`src/rtl/asoc_frame_packer_if.sv`:
```
// rtl/asoc_frame_packer_if.sv - sample input and framed word output handshake bundle
interface asoc_frame_packer_if;
  logic        s_valid;
  logic        s_ready;
  logic [1:0]  s_chan;
  logic [11:0] s_data;
  logic        s_last;
  logic        m_valid;
  logic        m_ready;
  logic [31:0] m_data;
  logic        m_last;

  modport master (
    input  s_valid, s_chan, s_data, s_last, m_ready,
    output s_ready, m_valid, m_data, m_last
  );

  modport slave (
    output s_valid, s_chan, s_data, s_last, m_ready,
    input  s_ready, m_valid, m_data, m_last
  );
endinterface

```
`src/rtl/asoc_frame_packer.sv`:
```
// rtl/asoc_frame_packer.sv - packs one trigger window of 12-bit ASOC samples into a framed 32-bit stream
module asoc_frame_packer #(
  parameter int SAMPLE_W  = 12,
  parameter int MAX_WORDS = 512
) (
  input  logic                 clk,
  input  logic                 rst_n,
  input  logic                 trig_in,
  input  logic [31:0]          ts_in,
  asoc_frame_packer_if.master  bus,
  output logic                 busy,
  output logic                 trig_drop,
  output logic [15:0]          drop_cnt
);
  typedef enum logic [2:0] {IDLE, HDR0, HDR1, DATA, TRAIL} state_t;
  localparam logic [9:0] MAX_W = 10'(MAX_WORDS);

  state_t                state, state_nx;
  logic [31:0]           ts_q;
  logic [15:0]           evt_cnt;
  logic                  held;
  logic [1:0]            held_chan;
  logic [SAMPLE_W-1:0]   held_data;
  logic [9:0]            wcnt;
  logic [15:0]           csum;
  logic                  trunc;
  logic                  m_valid_q;
  logic                  m_last_q;
  logic [31:0]           m_data_q;

  logic                  out_free;
  logic                  full;
  logic                  chan_diff;
  logic                  accept;
  logic                  s_ready_c;
  logic                  load;
  logic                  load_last;
  logic                  load_sum;
  logic                  load_data;
  logic                  hold_set;
  logic                  hold_clr;
  logic [31:0]           load_word;

  function automatic logic [31:0] data_word(input logic [1:0] c, input logic p,
                                            input logic [11:0] a, input logic [11:0] b);
    return {2'b01, c, p, 3'b000, a, b};
  endfunction

  assign out_free    = !m_valid_q || bus.m_ready;
  assign full        = (wcnt == MAX_W);
  assign chan_diff   = held && (bus.s_chan != held_chan);
  assign accept      = bus.s_valid && s_ready_c;
  assign busy        = (state != IDLE);
  assign bus.s_ready = s_ready_c;
  assign bus.m_valid = m_valid_q;
  assign bus.m_data  = m_data_q;
  assign bus.m_last  = m_last_q;

  always_ff @(posedge clk or negedge rst_n) begin
    if (!rst_n) state <= IDLE;
    else        state <= state_nx;
  end

  always_comb begin
    state_nx = state;
    case (state)
      IDLE:    if (trig_in)                state_nx = HDR0;
      HDR0:    if (out_free)               state_nx = HDR1;
      HDR1:    if (out_free)               state_nx = DATA;
      DATA:    if (accept && bus.s_last)   state_nx = TRAIL;
      TRAIL:   if (out_free)               state_nx = IDLE;
      default:                             state_nx = IDLE;
    endcase
  end

  always_comb begin
    s_ready_c = 1'b0;
    load      = 1'b0;
    load_last = 1'b0;
    load_sum  = 1'b0;
    load_data = 1'b0;
    hold_set  = 1'b0;
    hold_clr  = 1'b0;
    load_word = 32'h0;
    case (state)
      HDR0: if (out_free) begin
        load      = 1'b1;
        load_sum  = 1'b1;
        load_word = {2'b10, 14'h0, evt_cnt};
      end
      HDR1: if (out_free) begin
        load      = 1'b1;
        load_sum  = 1'b1;
        load_word = ts_q;
      end
      DATA: begin
        if (full) begin
          // Frame is full: swallow the rest of the window regardless of downstream.
          s_ready_c = 1'b1;
        end else begin
          s_ready_c = out_free && !chan_diff;
          if (out_free && bus.s_valid && chan_diff) begin
            load      = 1'b1;
            load_sum  = 1'b1;
            load_data = 1'b1;
            hold_clr  = 1'b1;
            load_word = data_word(held_chan, 1'b0, held_data, 12'h0);
          end else if (bus.s_valid && s_ready_c) begin
            if (held) begin
              load      = 1'b1;
              load_sum  = 1'b1;
              load_data = 1'b1;
              hold_clr  = 1'b1;
              load_word = data_word(held_chan, 1'b1, held_data, bus.s_data);
            end else if (bus.s_last) begin
              load      = 1'b1;
              load_sum  = 1'b1;
              load_data = 1'b1;
              load_word = data_word(bus.s_chan, 1'b0, bus.s_data, 12'h0);
            end else begin
              hold_set  = 1'b1;
            end
          end
        end
      end
      TRAIL: if (out_free) begin
        load      = 1'b1;
        load_last = 1'b1;
        load_word = {2'b11, trunc, 3'b000, wcnt, csum};
      end
      default: ;
    endcase
  end

  always_ff @(posedge clk or negedge rst_n) begin
    if (!rst_n) begin
      ts_q      <= 32'h0;
      evt_cnt   <= 16'h0;
      held      <= 1'b0;
      held_chan <= 2'b00;
      held_data <= '0;
      wcnt      <= 10'h0;
      csum      <= 16'h0;
      trunc     <= 1'b0;
      m_valid_q <= 1'b0;
      m_last_q  <= 1'b0;
      m_data_q  <= 32'h0;
      trig_drop <= 1'b0;
      drop_cnt  <= 16'h0;
    end else begin
      trig_drop <= trig_in && (state != IDLE);
      if (trig_in && (state != IDLE) && (drop_cnt != 16'hFFFF))
        drop_cnt <= drop_cnt + 16'd1;
      if (state == IDLE && trig_in) begin
        ts_q  <= ts_in;
        wcnt  <= 10'h0;
        csum  <= 16'h0;
        trunc <= 1'b0;
        held  <= 1'b0;
      end
      if (load) begin
        m_valid_q <= 1'b1;
        m_data_q  <= load_word;
        m_last_q  <= load_last;
      end else if (bus.m_ready) begin
        m_valid_q <= 1'b0;
        m_last_q  <= 1'b0;
      end
      if (load_sum)
        csum <= csum ^ load_word[31:16] ^ load_word[15:0];
      if (load_data)
        wcnt <= wcnt + 10'd1;
      if (hold_set) begin
        held      <= 1'b1;
        held_chan <= bus.s_chan;
        held_data <= bus.s_data;
      end
      if (hold_clr)
        held <= 1'b0;
      if (state == DATA && full && accept)
        trunc <= 1'b1;
      if (state == TRAIL && out_free)
        evt_cnt <= evt_cnt + 16'd1;
    end
  end
endmodule

```
`src/flat_wrapper.sv`:
```
// flat-port wrapper written by rule: the top's interface ports become plain ports
module asoc_frame_packer_flat 
#(
  parameter int SAMPLE_W  = 12,
  parameter int MAX_WORDS = 512
)
  (clk, rst_n, trig_in, ts_in, busy, trig_drop, drop_cnt, bus_s_valid, bus_s_chan, bus_s_data, bus_s_last, bus_m_ready, bus_s_ready, bus_m_valid, bus_m_data, bus_m_last);
  asoc_frame_packer_if bus_i ();
  input  logic clk;
  input  logic rst_n;
  input  logic trig_in;
  input  logic [31:0] ts_in;
  output logic busy;
  output logic trig_drop;
  output logic [15:0] drop_cnt;
  input wire logic [$bits(bus_i.s_valid)-1:0] bus_s_valid;
  input wire logic [$bits(bus_i.s_chan)-1:0] bus_s_chan;
  input wire logic [$bits(bus_i.s_data)-1:0] bus_s_data;
  input wire logic [$bits(bus_i.s_last)-1:0] bus_s_last;
  input wire logic [$bits(bus_i.m_ready)-1:0] bus_m_ready;
  output wire logic [$bits(bus_i.s_ready)-1:0] bus_s_ready;
  output wire logic [$bits(bus_i.m_valid)-1:0] bus_m_valid;
  output wire logic [$bits(bus_i.m_data)-1:0] bus_m_data;
  output wire logic [$bits(bus_i.m_last)-1:0] bus_m_last;
  assign bus_i.s_valid = bus_s_valid;
  assign bus_i.s_chan = bus_s_chan;
  assign bus_i.s_data = bus_s_data;
  assign bus_i.s_last = bus_s_last;
  assign bus_i.m_ready = bus_m_ready;
  assign bus_s_ready = bus_i.s_ready;
  assign bus_m_valid = bus_i.m_valid;
  assign bus_m_data = bus_i.m_data;
  assign bus_m_last = bus_i.m_last;
  asoc_frame_packer #(.SAMPLE_W(SAMPLE_W), .MAX_WORDS(MAX_WORDS)) u_core (.clk(clk), .rst_n(rst_n), .trig_in(trig_in), .ts_in(ts_in), .bus(bus_i), .busy(busy), .trig_drop(trig_drop), .drop_cnt(drop_cnt));
endmodule
```
`config.mk`:
```
export PLATFORM = sky130hd
export DESIGN_NAME = asoc_frame_packer_flat
export DESIGN_NICKNAME = d
export VERILOG_FILES = /design/src/rtl/asoc_frame_packer_if.sv /design/src/rtl/asoc_frame_packer.sv /design/src/flat_wrapper.sv
export SDC_FILE = /design/constraint.sdc
export NUM_CORES = 1
export LEC_CHECK = 0
export ABC_CLOCK_PERIOD_IN_PS = 2300
export CAP_MARGIN = 10
export CELL_PAD_IN_SITES_DETAIL_PLACEMENT = 1
export CELL_PAD_IN_SITES_GLOBAL_PLACEMENT = 1
export CORE_UTILIZATION = 30
export CTS_CLUSTER_DIAMETER = 200
export CTS_CLUSTER_SIZE = 8
export DETAILED_ROUTE_END_ITERATION = 6
export PLACE_DENSITY_LB_ADDON = 0.1
export SYNTH_ARGS = -nofsm -noshare
export SYNTH_HDL_FRONTEND = slang
export SYNTH_SLANG_ARGS = --single-unit
export TNS_END_PERCENT = 50
```
`constraint.sdc`:
```
create_clock -name clk -period 2.3 [get_ports clk]
set_input_delay 0.46 -clock clk [delete_from_list [all_inputs] [get_ports clk]]
set_output_delay 0.46 -clock clk [all_outputs]
set_load 0.005 [all_outputs]
```
======== After elaboration in Yosys (flattened, before gate mapping) ========
Index checks and enable logic that the tools add are counted.
storage, ports and cells
  register bits ........................... 144
  input port bits ......................... 52
operators by class
  $add $sub $neg .......................... 3
  equal/unequal tests ..................... 12
  mux-type cells .......................... 49
  bitwise logic cells ..................... 2
  reductions and logical operators ........ 26
operator list
  operator                                             count
  2-to-1 mux 32 bit                                    7
  one-hot mux 32 bit (4 select lines)                  1
  adder 16 x 1 -> 16 bit, second input constant        2
  2-to-1 mux 16 bit                                    2
  XOR 16 bit                                           2
  2-to-1 mux 31 bit                                    1
  2-to-1 mux 1 bit                                     28
  2-to-1 mux 10 bit                                    2
  != test 16 bit, second input constant                1
  2-to-1 mux 3 bit                                     5
  one-hot mux 3 bit (5 select lines)                   1
  logical AND 1 bit                                    13
  adder 10 x 1 -> 10 bit, second input constant        1
  equality test 10 bit, second input constant          1
  != test 2 x 1 -> 1 bit, second input constant        4
  nonzero test 2 bit                                   4
  equality test 3 x 2 -> 1 bit, second input constant  2
  nonzero test 3 bit                                   2
  AND reduction 5 bit                                  1
  one-hot mux 1 bit (2 select lines)                   2
  equality test 3 x 1 -> 1 bit, second input constant  1
  equality test 3 bit, second input constant           1
  logical NOT 3 bit                                    1
  OR reduction 3 bit                                   1
  5 further kinds                                      6

======== Longest topological paths before layout ========
  word-level depth ........................ 12
  mapped depth ............................ 10
  depth with buffers taken out ............ 7

======== Worst setup path after synthesis ========
OpenSTA, ideal clock, no wires.
  kind .................................... input port to flip-flop
  from .................................... input bus_m_ready
  to ...................................... register u_core.csum[8]
  library setup time ...................... 0.121 ns
  data arrival time ....................... 2.018 ns
  path slack .............................. 0.161 ns
  stages .................................. 8
  path buffers ............................ 2
  path through ............................ nand2b_4 -> buf_6 -> and3_4 -> buf_6 -> a221o_1 -> or3_1 -> and3_1 -> o22a_1
on the way
  cells in the longest elaborated chain, start to end .. 10
RTL lines
  what                                 line                      RTL
  start: declaration                   flat_wrapper.sv:20        input wire logic [$bits(bus_i.m_ready)-1:0] bus_m_ready;
  logical OR 1 bit *                   asoc_frame_packer.sv:49   assign out_free = !m_valid_q || bus.m_ready;
  logical AND 1 bit                    asoc_frame_packer.sv:101  s_ready_c = out_free && !chan_diff;
  logical AND 1 bit                    asoc_frame_packer.sv:108  end else if (bus.s_valid && s_ready_c) begin
  2-to-1 mux 32 bit                    asoc_frame_packer.sv:108
  2-to-1 mux 32 bit                    asoc_frame_packer.sv:102  if (out_free && bus.s_valid && chan_diff) begin
  2-to-1 mux 32 bit                    asoc_frame_packer.sv:97   if (full) begin
  one-hot mux 32 bit (4 select lines)  asoc_frame_packer.sv:85   case (state)
  XOR 16 bit (2 in a row)              asoc_frame_packer.sv:170  csum <= csum ^ load_word[31:16] ^ load_word[15:0];
  2-to-1 mux 16 bit                    asoc_frame_packer.sv:169  if (load_sum)
  end signal: assignment               asoc_frame_packer.sv:170
  end: declaration                     asoc_frame_packer.sv:25   logic [15:0] csum;
Mark *: on every way between the ends. The rest lies on a longest branch, timed or not.
A chain may end at the register's enable or synchronous reset.

======== Worst setup path after layout ========
  from .................................... register u_core.state[1]
  to ...................................... register u_core.csum[4]
on the way
  cells in the longest elaborated chain, start to end .. 5
RTL lines
  what                                               line                      RTL
  start: declaration                                 asoc_frame_packer.sv:18   state_t state, state_nx;
  start signal: assignment                           asoc_frame_packer.sv:61   else state <= state_nx;
  equality test 3 bit, or another cell as far along  asoc_frame_packer.sv:85
  one-hot mux 32 bit (4 select lines)                asoc_frame_packer.sv:85
  XOR 16 bit (2 in a row)                            asoc_frame_packer.sv:170
  2-to-1 mux 16 bit                                  asoc_frame_packer.sv:169
Parallel ways exist; a longest one is shown, timed or not.

==> key figures <==
Placement
  • Final RePlAce weighted congestion: approximately 0.82
  • I/O Buffers: between 100 and 150
  • Dpl ws: -0.4094 ns
  • Final HPWL DP: 19.32 mm

STA
  • Fin crit period: 2.259 ns
  • Final hold vios: 0
  • Max_slew headroom: 0.5776
  • Max Freq: 442.7 MHz
  • Slew of the pin with the lowest slew margin: about 0.63 ns
  • TNS Setup: 0 ns
  • Setup violators final: 0
  • Period Utilization, post-route: 0.9820
  • Clk_skew: 0.01101 ns
  • Fin worst setup slack: about 0.041 ns
  • Final slew viol count: 0

Setup path
  • Critical Path RT: 2.64 ns
  • Reg2Reg Depth: 9
  • Reg2Reg Capture Point: u_core.csum[4]
  • Crit path cell chain: buf_4 > and4b_2 > buf_12 > nand4_1 > o211ai_1 > buf_4 > a21oi_1 > o31a_1 > mux2i_1
  • Reg-to-reg startpoint: u_core.state[1]
  • Slowest CP cell: dfrtp_1
  • Critical path class: reg2reg
  • Crit path largest cell delay: ~0.42 ns
  • Startpoint types: flip-flop
  • Crit path DAT: 2.60 ns
  • Peak fanout along the critical path: 9
  • R2R Setup Slk: between 0.04 and 0.05 ns
  • Worst setup EP type: flip-flop
  • Top cell by count, worst path: buf_4

Final layout
  • Antenna fix cells: 0
  • Nets@finish: 1027
  • Reg area: ~0.0036 sq mm
  • # fillers: 2659
  • Area Overhead vs Synth: 46.04%
  • Share of layout cells above drive strength 1: 0.2551
  • Multi-input logic area: 0.003422 sq mm

Global route
  • Grt ovf: 0
  • Vias in the first global route: roughly 7300
  • First-pass GRT wire length: approximately 41 mm
  • Antenna violations before repair: 0
  • Total global-route track usage: 0.2192
  • Pin count of the biggest net entering global routing: between 60 and 70

Job
  • Number of max-cap violations: 0

Synthesis
  • #FFs+latches synth: around 140
  • Synthesized net count: 786
  • Mapped Cells: 730
  • Post-synth EDFFs: 0
  • Synth unique cells: 65
  • Syn Area/Cell: slightly below 10 sq um
  • Ys flop type: dfrtp_1
  • Synth warn: 0
  • Sequential area share after synthesis: 0.4987
  • Synth async-reset ratio: 1.000
  • Cell Area, Synth: around 0.0072 sq mm

Drt
  • DR vias/cell: roughly 5.2
  • Drt first-iter violations: around 350
  • Detail Route Antenna Nets: 0
  • Detailed Route WL: about 26 mm
  • Wire per inst: ~20 um
  • Total iterations of the first detailed-routing run: 5
  • Vias: between 6000 and 7000
  • # DRC: 0

Clocking
  • Deepest clock path buffer count: 2
  • Worst-Skew Late Latency: 0.43 ns
  • CTS buffer count: 17
  • Clock sink count: around 140
  • Worst-path clk slew: about 0.06 ns
  • CTS tree: built
  • Root buffer cell: clkbuf_16
  • H-tree levels: 4

Hold path
  • Min-delay src: bus_m_ready
  • Hold Path Class: in2reg
  • Hold endpoint: u_core.bus.m_last
  • Hold path depth: 3

Floorplanning
  • Starting Density: 0.3069
  • Die width: about 160 um
  • Die height: 157.2 um
  • FP Rows: 56
  • Core area: about 0.024 sq mm
  • Area of the die: 0.02471 sq mm
  • I/O pin count: approximately 110

Pwr
  • Power Dens Cells: ~1200 mW/mm^2
  • Leak: 4.923 nW
  • Worst vdd ir: ~0.00038 V

Status
  • Status: completed
-- worst max path at each step --
stage / cells past startpoint / end / slack [ns] / start
after CTS: 5 / bus_s_ready / -0.007 / u_core.wcnt[0]
after detailed placement: 8 / u_core.csum[1] / -0.41 / bus_m_ready
after floorplan: 8 / u_core.csum[8] / 0.16 / bus_m_ready
after global placement: 9 / u_core.csum[14] / -0.30 / bus_m_ready
final: 9 / u_core.csum[4] / 0.04 / u_core.state[1]
after global routing: 9 / u_core.csum[4] / -0.05 / u_core.state[1]
-- routing by layer --
layer  wire length (um)  global-route usage  up-vias
met5                  0                   0        -
met4                591             0.07490        0
met1              11950              0.2873     3432
met2              12580              0.3677      158
li1                   -                   -     3111
met3                881             0.03276       42
-- power breakdown --
group	internal, mW	switching [mW]	total (mW)
registers	3.35	0.685	4.03
logic	3.00	2.75	5.75
clock network	1.74	1.15	2.89
-- synthesized netlist by cell type (16+ instances only) --
cell type,count,area (sq um)
a21oi_1,25,125.1
and3_1,23,143.9
buf_2,20,100.1
dfrtp_1,144,3603
mux2_2,24,270.3
nand2_1,150,563.0
nand3_1,46,230.2
nand4_1,33,206.5
nor2_1,23,86.33
o211ai_1,16,120.1
o21ai_0,20,100.1
xnor2_1,22,192.7
-- layout by cell type (no fill, tap or decap), types with 4 or more instances in the layout --
cell,count
inv_1,10
and2_1,4
o31a_1,9
nand2_1,149
clkdlybuf4s50_1,100
a221o_1,6
nor2b_1,4
clkbuf_16,19
xor2_1,11
buf_4,142
and3_4,5
and3_1,19
ha_1,4
mux2i_1,15
xnor2_1,21
a21oi_1,24
o211ai_1,16
mux2_2,24
nor2_1,22
nand4_1,33
nor3_1,7
dfrtp_1,141
nand3b_1,4
a222oi_1,11
a211o_1,6
o21a_1,4
a21o_1,12
o21ai_0,20
o31ai_1,4
buf_12,13
nand3_1,46
-- worst max-delay path, delay by kind of cell, from the launching register on --
family	cells	cell delay [ns]
AO/OA/AOI/OAI	3	0.65
buffers and inverters	3	0.53
flip-flops	1	0.42
multiplexers	1	0.18
AND/OR/NAND/NOR	2	0.38
-- layout make-up --
type                            instances  area share
Sequential cell                       144      0.3418
Multi-Input combinational cell        532      0.3243
Timing Repair Buffer                  266      0.2351
Clock buffer                           19     0.04197
Tap cell                              319     0.03782
Clock inverter                         13     0.01541
Inverter                               10    0.003557
-- logic make-up (layout without fill, tap and decap cells) --
family,Yosys count,after routing,synth area share
AND/OR/NAND/NOR,323,323,0.2237
flip-flops,144,144,0.4987
AO/OA/AOI/OAI,133,133,0.1347
buffers and inverters,54,308,0.03775
multiplexers,39,39,0.05818
XOR/XNOR,33,33,0.04000
adder cells (fa/ha/maj),4,4,0.006927
-- metrics by stage --
step / total power, mW / instances / hold WS [ns] / instance area [sq um] / util
final: 12.67 / 1303 / 0.4197 / 10550 / 0.4482
after global routing: 13.42 / 1303 / 0.4436 / 10550 / 0.4482
after detailed placement: 9.472 / 1251 / 0.4256 / 9663 / 0.4104
after global placement: 9.191 / 1251 / 0.4176 / 9663 / 0.4104
after CTS: 12.46 / 1285 / 0.4849 / 10310 / 0.4381
after floorplan: 6.542 / 730 / 0.1644 / 7226 / -
-- registers in the layout (all words and copies together) (netlist names) --
signal / flops
u_core.trig_drop: 1
u_core.csum: 16
u_core.held: 1
u_core.drop_cnt: 16
u_core.wcnt: 10
u_core.bus.m_last: 1
u_core.evt_cnt: 16
u_core.bus.m_data: 32
u_core.held_chan: 2
u_core.held_data: 12
u_core.bus.m_valid: 1
u_core.ts_q: 32
u_core.trunc: 1
u_core.state: 3
-- timing repair --
item | 4_1_cts | 5_1_grt
pin swaps | 3 | 16
endpoints found under the setup margin | 3 | 25
hold buffers | 1 | 0
gates resized for setup | 8 | 22
cloned | 0 | 2
buffers inserted | 1 | 16
endpoints found under the hold margin | 43 | 0
(Power assumes the default switching activity.)
